==> config.mk <==
export PLATFORM = sky130hd
export DESIGN_NAME = conversaobin_bcd_seq
export DESIGN_NICKNAME = d
export VERILOG_FILES = /design/src/rtl/conversao_pkg.sv /design/src/rtl/ajuste_bcd.sv /design/src/rtl/conversaobin_bcd_seq.sv
export SDC_FILE = /design/constraint.sdc
export NUM_CORES = 1
export LEC_CHECK = 0
export BUFFER_PORTS_ARGS = -buffer_cell sky130_fd_sc_hd__clkbuf_2
export CAP_MARGIN = 5
export CORE_MARGIN = 3
export CORE_UTILIZATION = 35
export DETAILED_ROUTE_END_ITERATION = 8
export SYNTH_ARGS = -nofsm -noshare
export SYNTH_HDL_FRONTEND = slang
export SYNTH_HIERARCHICAL = 1
export SYNTH_SLANG_ARGS = --single-unit
export TNS_END_PERCENT = 50
==> constraint.sdc <==
create_clock -name clock -period 4 [get_ports clock]
set_clock_uncertainty 0.15 [all_clocks]
set_input_delay 0.6 -clock clock [delete_from_list [all_inputs] [get_ports clock]]
set_output_delay 0.6 -clock clock [all_outputs]
set_load 0.05 [all_outputs]
==> src/rtl/conversao_pkg.sv <==
// ----------------------------------------------------------------------------
// conversao_pkg
// Shared definitions for the sequential binary-to-BCD converter.
//   NUM_BITS        : width of the binary operand
//   NUM_DIGITOS     : BCD digits presented on the output
//   NUM_DIGITOS_ACC : digits kept internally (one extra to detect overflow)
//   BCD_LIMITE      : largest value representable in NUM_DIGITOS digits
//   estado_t        : converter FSM states
// ----------------------------------------------------------------------------
package conversao_pkg;

    localparam int NUM_BITS        = 16;
    localparam int NUM_DIGITOS     = 4;
    localparam int NUM_DIGITOS_ACC = NUM_DIGITOS + 1;
    localparam int BCD_LIMITE      = 9999;

    typedef enum logic [1:0] {
        IDLE,
        SHIFT,
        DONE
    } estado_t;

endpackage

==> src/rtl/ajuste_bcd.sv <==
// ----------------------------------------------------------------------------
// ajuste_bcd
// Combinational single-digit corrector for the shift-and-add-3 algorithm.
// A digit of 5 or more gets 3 added so that the following left shift carries
// correctly into the next decimal digit. Inputs never exceed 9, so the
// +3 result always fits in 4 bits.
//   i_digito : BCD digit before correction
//   o_digito : corrected digit
// ----------------------------------------------------------------------------
module ajuste_bcd
    import conversao_pkg::*;
(
    input  logic [3:0] i_digito,
    output logic [3:0] o_digito
);

    assign o_digito = (i_digito >= 4'd5) ? (i_digito + 4'd3) : i_digito;

endmodule

==> src/rtl/conversaobin_bcd_seq.sv <==
// ----------------------------------------------------------------------------
// conversaobin_bcd_seq
// Sequential 16-bit binary to packed-BCD converter, one bit per clock, using
// shift-and-add-3. A five-digit accumulator is kept internally so that values
// above 9999 are flagged through erro instead of silently truncated.
//   clock          : system clock, rising edge
//   reset_n        : asynchronous active-low reset
//   start          : conversion request, only honoured in IDLE
//   registradorin  : binary operand, captured on the accepting edge
//   registradorout : packed BCD result {thousands, hundreds, tens, units}
//   erro           : operand exceeded 9999 (valid together with the result)
//   busy           : conversion in progress (SHIFT or DONE)
//   pronto         : one-cycle pulse when registradorout/erro are updated
// ----------------------------------------------------------------------------
module conversaobin_bcd_seq
    import conversao_pkg::*;
#(
    parameter int NUM_BITS    = conversao_pkg::NUM_BITS,
    parameter int NUM_DIGITOS = conversao_pkg::NUM_DIGITOS
) (
    input  logic                     clock,
    input  logic                     reset_n,
    input  logic                     start,
    input  logic [NUM_BITS-1:0]      registradorin,
    output logic [4*NUM_DIGITOS-1:0] registradorout,
    output logic                     erro,
    output logic                     busy,
    output logic                     pronto
);

    localparam int ACC_W = 4 * (NUM_DIGITOS + 1);
    localparam int OUT_W = 4 * NUM_DIGITOS;

    estado_t             r_estado;
    logic [NUM_BITS-1:0] r_deslocamento;
    logic [ACC_W-1:0]    r_acumulador;
    logic [4:0]          r_contador;

    logic [ACC_W-1:0]    w_corrigido;
    logic [ACC_W-1:0]    w_proximoAcc;

    // Every accumulator digit is corrected in parallel from its pre-shift value
    genvar g;
    generate
        for (g = 0; g < NUM_DIGITOS + 1; g++) begin : g_ajuste
            ajuste_bcd u_ajuste (
                .i_digito (r_acumulador[4*g +: 4]),
                .o_digito (w_corrigido[4*g +: 4])
            );
        end
    endgenerate

    // Accumulator after correction and one left shift of {acc, shift register};
    // the MSB of the binary operand enters the units digit
    assign w_proximoAcc = {w_corrigido[ACC_W-2:0], r_deslocamento[NUM_BITS-1]};

    // Converter FSM. The result registers are only written on the edge that
    // performs the last shift, so the outputs never expose partial values and
    // hold the previous result for the whole conversion.
    always_ff @(posedge clock or negedge reset_n) begin
        if (!reset_n) begin
            r_estado       <= IDLE;
            r_deslocamento <= '0;
            r_acumulador   <= '0;
            r_contador     <= '0;
            registradorout <= '0;
            erro           <= 1'b0;
            busy           <= 1'b0;
            pronto         <= 1'b0;
        end else begin
            case (r_estado)
                IDLE: begin
                    pronto <= 1'b0;
                    if (start) begin
                        r_deslocamento <= registradorin;
                        r_acumulador   <= '0;
                        r_contador     <= '0;
                        busy           <= 1'b1;
                        r_estado       <= SHIFT;
                    end
                end

                SHIFT: begin
                    r_acumulador   <= w_proximoAcc;
                    r_deslocamento <= {r_deslocamento[NUM_BITS-2:0], 1'b0};
                    r_contador     <= r_contador + 5'd1;
                    // Counter still shows the shift count before this edge
                    if (r_contador == 5'(NUM_BITS - 1)) begin
                        registradorout <= w_proximoAcc[OUT_W-1:0];
                        erro           <= |w_proximoAcc[ACC_W-1:OUT_W];
                        pronto         <= 1'b1;
                        r_estado       <= DONE;
                    end
                end

                DONE: begin
                    pronto   <= 1'b0;
                    busy     <= 1'b0;
                    r_estado <= IDLE;
                end

                default: begin
                    pronto   <= 1'b0;
                    busy     <= 1'b0;
                    r_estado <= IDLE;
                end
            endcase
        end
    end

endmodule

Word level (Yosys, flattened, before mapping)
Index checks and enable logic that the tools add are counted.
{"block": "totals", "ff_bits": 62, "input_bits": 19, "elab_cells": 49}
{"block": "op_classes", "eq_ne": 4, "n_mux": 18, "order_cmp": 5, "add_sub_neg": 6, "reduce_logical": 7, "n_bitwise": 1}
{"cell": "$pmux 20 s2", "n": 1}
{"cell": "$pmux 16 s2", "n": 1}
{"cell": "$ge 4x3->1 const B", "n": 5}
{"cell": "$mux 20", "n": 1}
{"cell": "$add 4x2->4 const B", "n": 4}
{"cell": "$mux 16", "n": 1}
{"cell": "$mux 4", "n": 4}
{"cell": "$pmux 5 s2", "n": 1}
{"cell": "$reduce_and 2->1", "n": 4}
{"cell": "$add 5x1->5 const B", "n": 1}
{"cell": "$eq 5x4->1 const B", "n": 1}
{"cell": "$mux 5", "n": 1}
{"cell": "$mux 2", "n": 2}
{"cell": "$ne 2x2->1 const B", "n": 2}
{"cell": "$pmux 2 s2", "n": 1}
{"cell": "$reduce_or 4->1", "n": 1}
{"cell": "$add 3x2->3 const B", "n": 1}
{"cell": "$mux 1", "n": 3}
{"cell": "$mux 3", "n": 1}
{"cell": "$eq 2x1->1 const B", "n": 1}
{"cell": "$logic_not 2->1", "n": 1}
{"cell": "$pmux 1 s2", "n": 1}
{"cell": "$reduce_bool 2->1", "n": 1}
{"cell": "$not 1->1", "n": 1}

Depth between registers and ports, before layout
{"block": "logic_depth", "ltp_word": 3, "mapped_depth": 8, "depth_no_buf": 7}

Modules after synthesis
Netlist, hierarchy kept.
{"module": "conversaobin_bcd_seq", "n_inst": 1, "seq_area_each_um2": 1551.5, "cells_per_inst": 202, "area_each_um2": 2531.2}
{"module": "ajuste_bcd", "n_inst": 5, "seq_area_each_um2": 0.0, "cells_per_inst": 16, "area_each_um2": 101.3}

Least setup slack after synthesis
Ideal clock, no wire load.
{"block": "synth_path", "path_type": "register -> register", "startpoint": "reg r_contador[0]", "endpoint": "reg registradorout[10]", "required_time_ns": 3.725, "stages_incl_launch_ff": 8, "setup_slack_ns": 1.996, "arrival_time_ns": 1.729, "path_buffers": 2, "period_less_slack_ns": 2.004, "path_cell_list": "dfrtp_1 ha_1 and3_1 ha_1 nand3b_1 buf_2 buf_6 mux2_4"}
{"block": "synth_between", "elab_chain_len": 2}
{"element": "start: declaration", "line": "conversaobin_bcd_seq.sv:37", "source": "logic [4:0] r_contador;"}
{"element": "start signal: assignment", "line": "conversaobin_bcd_seq.sv:86", "source": "r_contador <= r_contador + 5'd1;"}
{"element": "$eq 5x4->1", "line": "conversaobin_bcd_seq.sv:88", "source": "if (r_contador == 5'(NUM_BITS - 1)) begin"}
{"element": "$reduce_and 2->1 (no line)"}
{"element": "end signal: assignment", "line": "conversaobin_bcd_seq.sv:89", "source": "registradorout <= w_proximoAcc[OUT_W-1:0];"}
{"element": "end: declaration", "line": "conversaobin_bcd_seq.sv:25", "source": "output logic [4*NUM_DIGITOS-1:0] registradorout,"}
Every way passes these cells.
A chain may end at the register's enable or synchronous reset.

Worst setup path after layout
{"block": "layout_path", "startpoint": "reg r_estado[0]", "endpoint": "reg registradorout[6]"}
{"block": "layout_between", "elab_chain_len": 2}
{"element": "start: declaration", "line": "conversaobin_bcd_seq.sv:34", "source": "estado_t r_estado;"}
{"element": "start signal: assignment", "line": "conversaobin_bcd_seq.sv:62", "source": "r_estado <= IDLE;"}
{"element": "start signal: assignment", "line": "conversaobin_bcd_seq.sv:79", "source": "r_estado <= SHIFT;"}
{"element": "start signal: assignment", "line": "conversaobin_bcd_seq.sv:92", "source": "r_estado <= DONE;"}
{"element": "$eq 2x1->1", "line": "conversaobin_bcd_seq.sv:71", "source": "case (r_estado)"}
{"element": "$reduce_and 2->1 (no line)"}
Every way passes these cells.

==> flow_metrics.env <==
export IMPL_status="finished clean"
export IMPL_drt_iter0_drc=102
export IMPL_finalHoldViolations=0
export IMPL_wl_per_cell_um=13.8
export IMPL_setup_viol=0
export IMPL_die_h_um=98.9
export IMPL_min_period_over_period_pct=63.6
export IMPL_cts_made_buffers=9
export IMPL_cts_buffer_depth=2
export IMPL_ios=38
export IMPL_avgSynthCellArea_um2=10.9
export IMPL_timing_critical_path_required_ns=4.07
export IMPL_crit_chain="nand3b_1 > mux2_4"
export IMPL_syn_inst=278
export IMPL_grt_pass1_vias=2175
export IMPL_place_congestion=0.721
export IMPL_rsz0062_at_grt="no"
export IMPL_final_setup_tns_ns=0
export IMPL_critPathKind="flip-flop to flip-flop"
export IMPL_post_cts_setup_buffers=0
export IMPL_ys_warn_count=6
export IMPL_timing_rr_start="r_estado[0]"
export IMPL_cts_resized_gates=0
export IMPL_fin_cells=422
export IMPL_powerDensity_nw_per_um2=852
export IMPL_dr_total_vias=2111
export IMPL_clk_pin_slew_ns=0.06
export IMPL_layout_nets=345
export IMPL_grt_max_degree=41
export IMPL_firstDrtPassIters=4
export IMPL_antenna_found_initial=0
export IMPL_htreeDepth=3
export IMPL_dp_cells=408
export IMPL_ir_drop_uv=317
export IMPL_worst_slew_pin_slew_ns=1.05
export IMPL_synthToLayoutAreaGrowth_pct=13.8
export IMPL_wirelength_mm=5.82
export IMPL_multi_input_area_um2=1330
export IMPL_seqCellArea_um2=1550
export IMPL_maxCapViolCount=0
export IMPL_cts_tree="done"
export IMPL_cts_root_buf="clkbuf_8"
export IMPL_crit_path_max_incr_delay_ns=0.90
export IMPL_route_antenna_remaining_nets=0
export IMPL_hold_path_class="input port to async pin"
export IMPL_drc_errors=0
export IMPL_io_buffers=37
export IMPL_startpoint_type="flip-flop"
export IMPL_num_antenna_cells=0
export IMPL_grt_usage_pct=13.1
export IMPL_dpl_hpwl_mm=3.95
export IMPL_synth_nets=309
export IMPL_slowest_stage="nand3b_1"
export IMPL_fp_coreArea_um2=8300
export IMPL_holdWs_ns=0.259
export IMPL_die_w_um=98.9
export IMPL_regToRegEndpoint="registradorout[6]"
export IMPL_initial_core_util_pct=36.4
export IMPL_fillers=808
export IMPL_arrival_ns=2.61
export IMPL_r2r_cells=2
export IMPL_period_needed_ns=2.54
export IMPL_clock_sinks=62
export IMPL_p_leak_uw=0.00172
export IMPL_maxSlewHeadroom_pct=29.9
export IMPL_clk_latency_ns=0.34
export IMPL_worstPathMaxFanout=24
export IMPL_fmax_ghz=0.393
export IMPL_final_max_slew_viol_count=0
export IMPL_rows=33
export IMPL_grt_pass1_wl_mm=10.4
export IMPL_overflow=0
export IMPL_fp_dieArea_um2=9770
export IMPL_drive_gt1_share_pct=23.3
export IMPL_worstSetupEndpointType="flip-flop"
export IMPL_rrSetupSlack_ns=1.46
export IMPL_synth_area_um2=3020
export IMPL_cts_hold_buffers=0
export IMPL_avgViaCountPerCell=5.00
[flip-flops by register name (all words and copies together) (netlist names)]
signal	count
r_acumulador	20
registradorout	16
r_contador	5
pronto	1
busy	1
r_deslocamento	16
r_estado	2
erro	1
[power breakdown]
group	total, uW	switching (uW)	internal [uW]
Clock	454	221	233
Sequential	1130	238	891
Combinational	1340	792	550
[per-stage QoR]
| stage | utilization (%) | total power, uW | setup WS [ns] | instance area, um2 |
|---|---|---|---|---|
| floorplan | - | 2190 | 2.00 | 3020 |
| global placement | 39.5 | 2460 | 1.45 | 3280 |
| detailed placement | 39.5 | 2500 | 1.43 | 3280 |
| CTS | 41.4 | 2960 | 1.41 | 3430 |
| global route | 41.4 | 3180 | 1.19 | 3430 |
| finish | 41.4 | 2930 | 1.46 | 3430 |
[layout make-up]
cell class,instances,area share [%]
clock inverters,2,0.291
repair buffers,40,6.05
inverters,15,1.64
well taps,105,3.83
multi-input cells,186,38.8
flip-flops and latches,62,45.2
clock buffers,12,4.23
[cell usage in the layout (no fill, tap or decap), types with 7 or more instances in the layout]
master    count
nor2_1       10
nand2_1      30
nor2b_1       7
inv_1        15
a22o_1       21
o21ai_0      23
a22oi_1      15
a21oi_1       9
mux2_4        7
mux2_2        9
ha_1         12
nand2b_1     10
clkbuf_2     37
dfrtp_1      62
clkbuf_8     10
[per-layer routing]
metal	track usage, %	vias up	wire (um)
met5	0	-	0
met1	17.3	1020	2720
met4	2.21	0	45
met2	20.3	45	2730
met3	5.73	5	323
li1	-	1041	-
[how the worst max path moves through the flow]
stage,from,endpoint,cells after the start
6_report,r_estado[0],registradorout[6],2
2_1_floorplan,r_contador[0],registradorout[10],7
3_5_place_dp,r_contador[0],registradorout[15],5
5_1_grt,r_estado[0],registradorout[2],2
4_1_cts,r_estado[0],registradorout[11],2
3_3_place_gp,r_estado[0],registradorout[7],2
[worst max-delay path: cells and delay by family (launching register included)]
| family | cells | cell delay (ns) |
|---|---|---|
| mux | 1 | 0.56 |
| simple gates | 1 | 0.90 |
| flops | 1 | 0.81 |
Note: power is estimated with default switching activity, not from simulation.
